### src/rtl/relobi_ecc_fifo.sv
// relobi_ecc_fifo: FIFO for relOBI payloads storing each entry as a Hsiao SEC-DED codeword.
// Entries are encoded on push and decoded combinationally at the head. Single-bit upsets are
// corrected (EccMode 2) or only flagged (EccMode 1). Multi-bit upsets are flagged, and a
// saturating counter tracks popped entries that had errors.
module relobi_ecc_fifo #(
  parameter int unsigned Width    = 32,
  parameter int unsigned Depth    = 4,
  parameter int unsigned EccMode  = 2,
  parameter int unsigned CntWidth = 16
) (
  input  logic                       clk_i,
  input  logic                       rst_i,
  input  logic                       flush_i,
  input  logic [Width-1:0]           in_data_i,
  input  logic                       in_valid_i,
  output logic                       in_ready_o,
  output logic [Width-1:0]           out_data_o,
  output logic                       out_valid_o,
  input  logic                       out_ready_i,
  output logic [$clog2(Depth+1)-1:0] usage_o,
  output logic                       single_err_o,
  output logic                       multi_err_o,
  output logic [CntWidth-1:0]        err_cnt_o,
  input  logic                       err_cnt_clr_i
);

  // Smallest r for which there are at least k odd-weight (>=3) columns: 2^(r-1) - r >= k.
  function automatic int unsigned min_ecc(input int unsigned k);
    int unsigned r;
    r = 2;
    while (((32'd1 << (r - 1)) - r) < k) r++;
    return r;
  endfunction

  localparam int unsigned EccWidth = min_ecc(Width);
  localparam int unsigned StoreW   = (EccMode == 0) ? Width : Width + EccWidth;
  localparam int unsigned PtrW     = (Depth > 1) ? $clog2(Depth) : 1;
  localparam int unsigned UsageW   = $clog2(Depth + 1);

  typedef logic [Width-1:0][EccWidth-1:0] hcol_t;

  // Data-bit columns of H: distinct odd-weight vectors of weight >= 3, taken in ascending order.
  // Check bits own the weight-1 columns, so every single error has a unique odd syndrome.
  function automatic hcol_t gen_cols();
    hcol_t       c;
    int unsigned n;
    c = '0;
    n = 0;
    for (int unsigned v = 0; v < (32'd1 << EccWidth); v++) begin
      if ((n < Width) && (($countones(v) % 2) == 1) && ($countones(v) >= 3)) begin
        c[n] = v[EccWidth-1:0];
        n++;
      end
    end
    return c;
  endfunction

  localparam hcol_t HCols = gen_cols();

  function automatic logic [EccWidth-1:0] encode(input logic [Width-1:0] d);
    logic [EccWidth-1:0] e;
    e = '0;
    for (int i = 0; i < Width; i++) begin
      if (d[i]) e ^= HCols[i];
    end
    return e;
  endfunction

  function automatic logic [PtrW-1:0] next_ptr(input logic [PtrW-1:0] p);
    return (p == PtrW'(Depth - 1)) ? '0 : p + PtrW'(1);
  endfunction

  logic [StoreW-1:0]   mem_q [Depth];
  logic [PtrW-1:0]     wr_ptr_q, wr_ptr_d;
  logic [PtrW-1:0]     rd_ptr_q, rd_ptr_d;
  logic [UsageW-1:0]   usage_q, usage_d;
  logic [CntWidth-1:0] err_cnt_q, err_cnt_d;

  logic                not_full, not_empty, push, pop;
  logic [StoreW-1:0]   wr_word, head_word;
  logic [Width-1:0]    head_data, fixed_data;
  logic                single_det, multi_det;

  assign not_full  = (usage_q != UsageW'(Depth));
  assign not_empty = (usage_q != '0);
  // A flush cycle neither stores a push nor reports a pop.
  assign push      = in_valid_i && not_full && !flush_i;
  assign pop       = not_empty && out_ready_i && !flush_i;

  assign head_word = mem_q[rd_ptr_q];
  assign head_data = head_word[Width-1:0];

  if (EccMode == 0) begin : g_no_ecc
    assign wr_word    = in_data_i;
    assign single_det = 1'b0;
    assign multi_det  = 1'b0;
    assign fixed_data = head_data;
  end else begin : g_ecc
    logic [EccWidth-1:0] head_ecc, syndrome;
    logic [Width-1:0]    flip;

    assign wr_word  = {encode(in_data_i), in_data_i};
    assign head_ecc = head_word[StoreW-1:Width];
    assign syndrome = head_ecc ^ encode(head_data);

    // Classify the head syndrome: a match on any H column is a single error, anything else nonzero is multi.
    always_comb begin
      single_det = 1'b0;
      flip       = '0;
      if ($countones(syndrome) == 1) begin
        single_det = 1'b1;
      end else begin
        for (int i = 0; i < Width; i++) begin
          if (syndrome == HCols[i]) begin
            single_det = 1'b1;
            flip[i]    = 1'b1;
          end
        end
      end
    end

    assign multi_det  = (syndrome != '0) && !single_det;
    assign fixed_data = (EccMode == 2) ? (head_data ^ flip) : head_data;
  end

  assign in_ready_o   = not_full;
  assign out_valid_o  = not_empty;
  assign usage_o      = usage_q;
  assign out_data_o   = not_empty ? fixed_data : '0;
  assign single_err_o = pop && single_det;
  assign multi_err_o  = pop && multi_det;
  assign err_cnt_o    = err_cnt_q;

  // Next-state for pointers, occupancy and the saturating error counter.
  always_comb begin
    wr_ptr_d  = wr_ptr_q;
    rd_ptr_d  = rd_ptr_q;
    usage_d   = usage_q;
    err_cnt_d = err_cnt_q;
    if (flush_i) begin
      wr_ptr_d = '0;
      rd_ptr_d = '0;
      usage_d  = '0;
    end else begin
      if (push) wr_ptr_d = next_ptr(wr_ptr_q);
      if (pop)  rd_ptr_d = next_ptr(rd_ptr_q);
      if (push && !pop) usage_d = usage_q + UsageW'(1);
      else if (pop && !push) usage_d = usage_q - UsageW'(1);
    end
    if (err_cnt_clr_i) begin
      err_cnt_d = '0;
    end else if ((single_err_o || multi_err_o) && (err_cnt_q != '1)) begin
      err_cnt_d = err_cnt_q + CntWidth'(1);
    end
  end

  // Control state register with asynchronous reset.
  always_ff @(posedge clk_i or posedge rst_i) begin
    if (rst_i) begin
      wr_ptr_q  <= '0;
      rd_ptr_q  <= '0;
      usage_q   <= '0;
      err_cnt_q <= '0;
    end else begin
      wr_ptr_q  <= wr_ptr_d;
      rd_ptr_q  <= rd_ptr_d;
      usage_q   <= usage_d;
      err_cnt_q <= err_cnt_d;
    end
  end

  // Codeword storage; left unreset since occupancy gates every read.
  always_ff @(posedge clk_i) begin
    if (push) mem_q[wr_ptr_q] <= wr_word;
  end

endmodule
### config.mk
export PLATFORM = sky130hd
export DESIGN_NAME = relobi_ecc_fifo
export DESIGN_NICKNAME = d
export VERILOG_FILES = /design/src/rtl/relobi_ecc_fifo.sv
export SDC_FILE = /design/constraint.sdc
export NUM_CORES = 1
export LEC_CHECK = 0
export BUFFER_PORTS_ARGS = -buffer_cell sky130_fd_sc_hd__buf_2
export CAP_MARGIN = 20
export CORE_MARGIN = 2
export CORE_UTILIZATION = 55
export DETAILED_ROUTE_END_ITERATION = 8
export GPL_ROUTABILITY_DRIVEN = 0
export PLACE_DENSITY = 0.75
export SLEW_MARGIN = 20
export SYNTH_ARGS = -nofsm -noshare
export SYNTH_HDL_FRONTEND = slang
export SYNTH_SLANG_ARGS = --single-unit
### constraint.sdc
create_clock -name clk_i -period 16.3 [get_ports clk_i]
set_input_delay 1.63 -clock clk_i [delete_from_list [all_inputs] [get_ports clk_i]]
set_output_delay 1.63 -clock clk_i [all_outputs]
set_load 0.02 [all_outputs]
## Word-level counts from Yosys, hierarchy flattened

Memories as Yosys holds them, arrays and structs flattened.
Cells that the tools add are included.

| word-level totals | value |
|---|---|
| bits in registers | 23 |
| bits in writable memories | 156 |
| input bits | 38 |
| output and inout bits | 55 |
| word-level logic and storage cells | 281 |
| memories kept | 1 |

Memory list:

| memory | words | bits a word | read ports | clocked after memory_dff | write ports | RTL line | RTL |
|---|---|---|---|---|---|---|---|
| mem_q | 4 | 39 | 1 | 0 | 1 | 73 | `logic [StoreW-1:0] mem_q [Depth];` |

| cells by class | value |
|---|---|
| add/sub/neg operators | 11 |
| equal/unequal tests | 37 |
| mux-type cells | 143 |
| bitwise gates (word level) | 64 |
| reductions and logical operators | 21 |

Operator list:

| kind | count |
|---|---|
| two-way mux 6 bit | 30 |
| inverter 3 bit | 50 |
| equality test 7 x 6 -> 1 bit (second input constant) | 15 |
| two-way mux 7 bit | 12 |
| two-way mux 5 bit | 14 |
| two-way mux 1 bit | 66 |
| two-way mux 32 bit | 2 |
| inverter 5 bit | 12 |
| equality test 7 x 5 -> 1 bit (second input constant) | 7 |
| equality test 7 bit (second input constant) | 6 |
| two-way mux 16 bit | 2 |
| bitwise XOR 32 bit | 1 |
| two-way mux 4 bit | 6 |
| equality test 7 x 4 -> 1 bit (second input constant) | 3 |
| adder 16 x 1 -> 16 bit (second input constant) | 1 |
| != test 16 bit (second input constant) | 1 |
| two-way mux 3 bit | 5 |
| two-way mux 2 bit | 6 |
| logical AND 1 bit | 10 |
| equality test 7 x 3 -> 1 bit (second input constant) | 1 |
| nonzero test 7 bit | 1 |
| bitwise XOR 7 bit | 1 |
| adder 1 x 1 -> 2 bit | 3 |
| nonzero test 2 bit | 3 |
| other kinds (12) | 18 |

## Logic depth before layout (Yosys ltp)

An unclocked memory read counts as a cell.

| logic depth | value |
|---|---|
| depth in word-level cells | 106 |
| gate-level depth with buffers | 23 |
| gate-level depth less buffers | 19 |

## Least setup slack after synthesis

OpenSTA, ideal clock, no wires.

| timing path | value |
|---|---|
| path kind | reg-to-output |
| start | reg rd_ptr_q[0] |
| end | out out_data_o[17] |
| arrival | 5.697 ns |
| required time | 14.670 ns |
| path slack | 8.973 ns |
| cell stages (with the launch flop) | 24 |
| path buffers | 4 |
| cell sequence | dfrtp_1 -> buf_6 -> buf_6 -> buf_6 -> buf_4 -> mux4_2 -> xor2_1 -> xnor2_1 -> xnor2_1 -> xnor2_1 -> xnor2_1 -> inv_1 -> fa_1 -> fa_1 -> inv_1 -> fa_1 -> inv_1 -> fa_1 -> nor3_1 -> nand2b_1 -> nor2_1 -> nand3_1 -> xor2_1 -> nor2_1 |

| between the ends | value |
|---|---|
| cells in the longest elaborated chain, start to end | 58 |
| elaborated cells between the ends (all ways) | 77 |
| classes of those cells | 6 x add/sub; 2 x eq/ne; 35 x mux; 33 x bitwise; 1 x memory |

Ends and longest elaborated chain:

| what | RTL line | RTL |
|---|---|---|
| start: declaration | 75 | `logic [PtrW-1:0] rd_ptr_q, rd_ptr_d;` |
| start signal: assignment | 166 | `rd_ptr_q <= rd_ptr_d;` |
| memory read (4 x 39 bit) (*) | -- |  |
| two-way mux 3 bit | 64 | `if (d[i]) e ^= HCols[i];` |
| inverter 3 bit (no line) / two-way mux 4 bit (equally long branches) | -- |  |
| two-way mux 4 bit / inverter 3 bit (equally long branches) | -- |  |
| inverter 3 bit (no line) / two-way mux 4 bit (equally long branches) | -- |  |
| two-way mux 4 bit / inverter 3 bit (equally long branches) | -- |  |
| two-way mux 4 bit | 64 |  |
| inverter 3 bit (no line) / two-way mux 5 bit (equally long branches) | -- |  |
| [... 42 more ...] | -- |  |
| bitwise XOR 7 bit | 104 | `assign syndrome = head_ecc ^ encode(head_data);` |
| adder 1 x 1 -> 2 bit (not written as such) | 110 | `if ($countones(syndrome) == 1) begin` |
| adder 2 x 2 -> 3 bit (not written as such) | 110 |  |
| adder 3 x 3 -> 4 bit (not written as such) | 110 |  |
| equality test 4 x 1 -> 1 bit | 110 |  |
| two-way mux 32 bit | 110 |  |
| bitwise XOR 32 bit (*) | 123 | `assign fixed_data = (EccMode == 2) ? (head_data ^ flip) : head_data;` |
| two-way mux 32 bit (*) | 129 | `assign out_data_o = not_empty ? fixed_data : '0;` |
| end: declaration | 17 | `output logic [Width-1:0] out_data_o,` |

Mark *: on every way between the ends. The rest lies on a longest branch, timed or not.

## Worst setup path in the final report

| timing path | value |
|---|---|
| start | reg rd_ptr_q[0] |
| end | out out_data_o[27] |

The elaborated chain is that of the path after synthesis.

==> flow_metrics.env <==
export IMPL_status="finished, final reports clean"
export IMPL_portBuffers=92
export IMPL_clock_skew_ps=9.786
export IMPL_finalCriticalPeriod_ps=8721
export IMPL_synthDistinctLibCells=49
export IMPL_r2r_start="rd_ptr_q[0]"
export IMPL_wire_per_inst_um=21.47
export IMPL_slew_headroom=0.2967
export IMPL_start_util=0.5584
export IMPL_crit_chain="buf_4 -> mux4_2 -> xnor3_1 -> xnor3_1 -> xnor3_2 -> inv_2 -> fa_1 -> fa_1 -> inv_1 -> fa_1 -> inv_1 -> fa_1 -> nor3_1 -> nand2b_1 -> nor2_1 -> nand3_1 -> xor2_1 -> nor2_1 -> buf_2"
export IMPL_cap_violations=0
export IMPL_fillers=1281
export IMPL_cp_startpoint="rd_ptr_q[0]"
export IMPL_antennaDiodeCount=0
export IMPL_synth_seq_cells=179
export IMPL_top_usage_layer="met2"
export IMPL_antenna_found_initial=0
export IMPL_syn_inst=675
export IMPL_grt_max_degree=42
export IMPL_worstMarginPinSlew_ps=1055
export IMPL_start_kind="register"
export IMPL_finalHoldViolCount=0
export IMPL_path_class="register to primary output"
export IMPL_netlist_area_leader_share=0.4884
export IMPL_synth_edf_count=156
export IMPL_syn_num_nets=728
export IMPL_rsz0062_at_grt="no"
export IMPL_dieArea_um2=18510
export IMPL_drt_iter0_drc=498
export IMPL_cts_setup_buffers=0
export IMPL_worstPathArrival_ps=7090
export IMPL_route_detailed_drc=0
export IMPL_use_met2=0.4160
export IMPL_slowest_stage="mux4_2"
export IMPL_worstSkewPairLatency_ps=420
export IMPL_cp_end_kind="primary output"
export IMPL_synth_area_per_cell_um2=14.21
export IMPL_async_flop_share=0.1285
export IMPL_grt_pass1_wl_mm=33.20
export IMPL_clock_sinks=179
export IMPL_cts_tree="yes"
export IMPL_seq_area_frac_synth=0.5484
export IMPL_dr_pass1_iters=5
export IMPL_maxSlewViolCount=0
export IMPL_overflow=0
export IMPL_yosysWarnings=0
export IMPL_endpoint="out_data_o[27]"
export IMPL_setup_viol=0
export IMPL_crit_required_ps=14670
export IMPL_drt_wl_total_mm=21.53
export IMPL_cts_root_buf="clkbuf_16"
export IMPL_utilization=0.6294
export IMPL_hold_buffers=0
export IMPL_crit_path_frequent_cell="fa_1"
export IMPL_die_w_um=136.1
export IMPL_nets=818
export IMPL_clockBufferDepth=2
export IMPL_grt_pass1_vias=6014
export IMPL_worst_r2r_path_depth=17
export IMPL_timing_final_crit_share=0.5350
export IMPL_viasPerCell=5.868
export IMPL_crit_fanout=38
export IMPL_slowest_delay_ps=700
export IMPL_num_rows=48
export IMPL_synthTopCellsByArea="edfxtp_1, mux4_2, xnor2_1"
export IMPL_area_delta_synth_final_pct=12.72
export IMPL_r2r_end="err_cnt_o[8]"
export IMPL_cts_made_buffers=17
export IMPL_die_h_um=136.1
export IMPL_syn_cell_area_um2=9592
export IMPL_vias=5886
export IMPL_met3_usage=0.04027
export IMPL_clk_pin_slew_worst_paths_ps=70
export IMPL_core_um2=17180
export IMPL_min_path_type="register to register"
export IMPL_boundaryPins=93
export IMPL_setup_tns_ps=0
export IMPL_grt_util_met1=0.3202
export IMPL_cts_repair_resized=0
export IMPL_reg2reg_slack_ps=9380
export IMPL_synthFlopType="edfxtp_1"
export IMPL_drive_above_1_share=0.2416
export IMPL_hpwl_mm=15.13
export IMPL_grt_util_all_layers=0.2439
export IMPL_synth_largest_area_cell="edfxtp_1"
export IMPL_antenna_left=0
export IMPL_fmax_mhz=114.7
export IMPL_h_tree_depth=4
-- layer usage --
metal	routed length [um]	vias to the layer above
li1	-	2641
met1	8923	2971
met2	10920	240
met3	1229	34
met4	459	0
met5	0	-
-- flip-flops by register name, indices dropped and copies added, names as in the netlist --
signal,cells
mem_q,156
usage_o,3
err_cnt_o,16
rd_ptr_q,2
wr_ptr_q,2
-- final cells by class --
type | instances | area (um^2) | area share
Clock buffer | 17 | 425.4 | 0.03935
Clock inverter | 15 | 140.1 | 0.01296
Inverter | 15 | 58.81 | 0.005439
Multi-Input combinational cell | 455 | 4134 | 0.3824
Sequential cell | 179 | 5261 | 0.4866
Tap cell | 225 | 281.5 | 0.02604
Timing Repair Buffer | 97 | 510.5 | 0.04722
-- logic make-up after synthesis --
logic type,share of synthesized area
DFF,0.5484
buffers and inverters,0.02191
adders and majority gates,0.02348
AOI/OAI and AO/OA,0.02061
xor gates and xnor gates,0.1817
and+or+nand+nor,0.09640
muxes,0.1075
-- placed cells by master (no fill, tap or decap), types with 6 or more instances in the layout --
| master | instances |
|---|---|
| edfxtp_1 | 156 |
| xnor2_1 | 93 |
| buf_2 | 92 |
| nor2_1 | 64 |
| xor2_1 | 54 |
| mux4_2 | 39 |
| nand3_1 | 37 |
| nand2_1 | 23 |
| dfrtp_1 | 22 |
| clkbuf_16 | 17 |
| nor3_1 | 14 |
| inv_1 | 13 |
| xnor3_1 | 11 |
| a21oi_1 | 10 |
| mux2_1 | 10 |
| ha_1 | 10 |
| nor2b_1 | 9 |
| and3_1 | 8 |
| o21ai_0 | 7 |
| inv_6 | 6 |
-- cell usage after synthesis, drive strengths merged, types with 7 or more instances --
cell type / instances
xor2: 54
mux4: 39
and2: 7
ha: 10
buf: 14
nor2: 64
edfxtp: 156
inv: 15
dfrtp: 23
xnor3: 12
clkbuf: 12
xnor2: 97
a21oi: 10
nand2: 23
nor3: 17
nand3: 37
mux2: 10
and3: 8
nor2b: 9
o21ai: 7
-- worst min-delay path by stage --
stage                     cells past startpoint   startpoint          end
after floorplan                               2  wr_ptr_q[1]  wr_ptr_q[1]
after global placement                        2  wr_ptr_q[1]  wr_ptr_q[1]
after detailed placement                      2  wr_ptr_q[1]  wr_ptr_q[1]
after CTS                                     2  wr_ptr_q[1]  wr_ptr_q[1]
after global routing                          2  wr_ptr_q[1]  wr_ptr_q[1]
final                                         2  wr_ptr_q[1]  wr_ptr_q[1]
-- critical path: cells and delay by family, from the launching register on --
family | cells | cell delay, ps
adder cells (fa/ha/maj) | 4 | 1730
XOR/XNOR | 4 | 1430
AND/OR/NAND/NOR | 5 | 1210
buffers and inverters | 5 | 1110
multiplexers | 1 | 700
flip-flops | 1 | 450
-- through the flow --
stage | instances | hold WS, ps | instance area (um^2) | worst slack [ps]
finish | 1003 | 587.7 | 10810 | 7579
global route | 1003 | 612.8 | 10810 | 7224
CTS | 1002 | 589.3 | 10790 | 7594
detailed placement | 970 | 579.2 | 10220 | 8060
global placement | 970 | 557.9 | 10220 | 8260
floorplan | 675 | 542.5 | 9592 | 8973
Power is left out: the tool's default activity adds up to more than one toggle a clock period on the data nets, which glitch-free logic cannot reach.
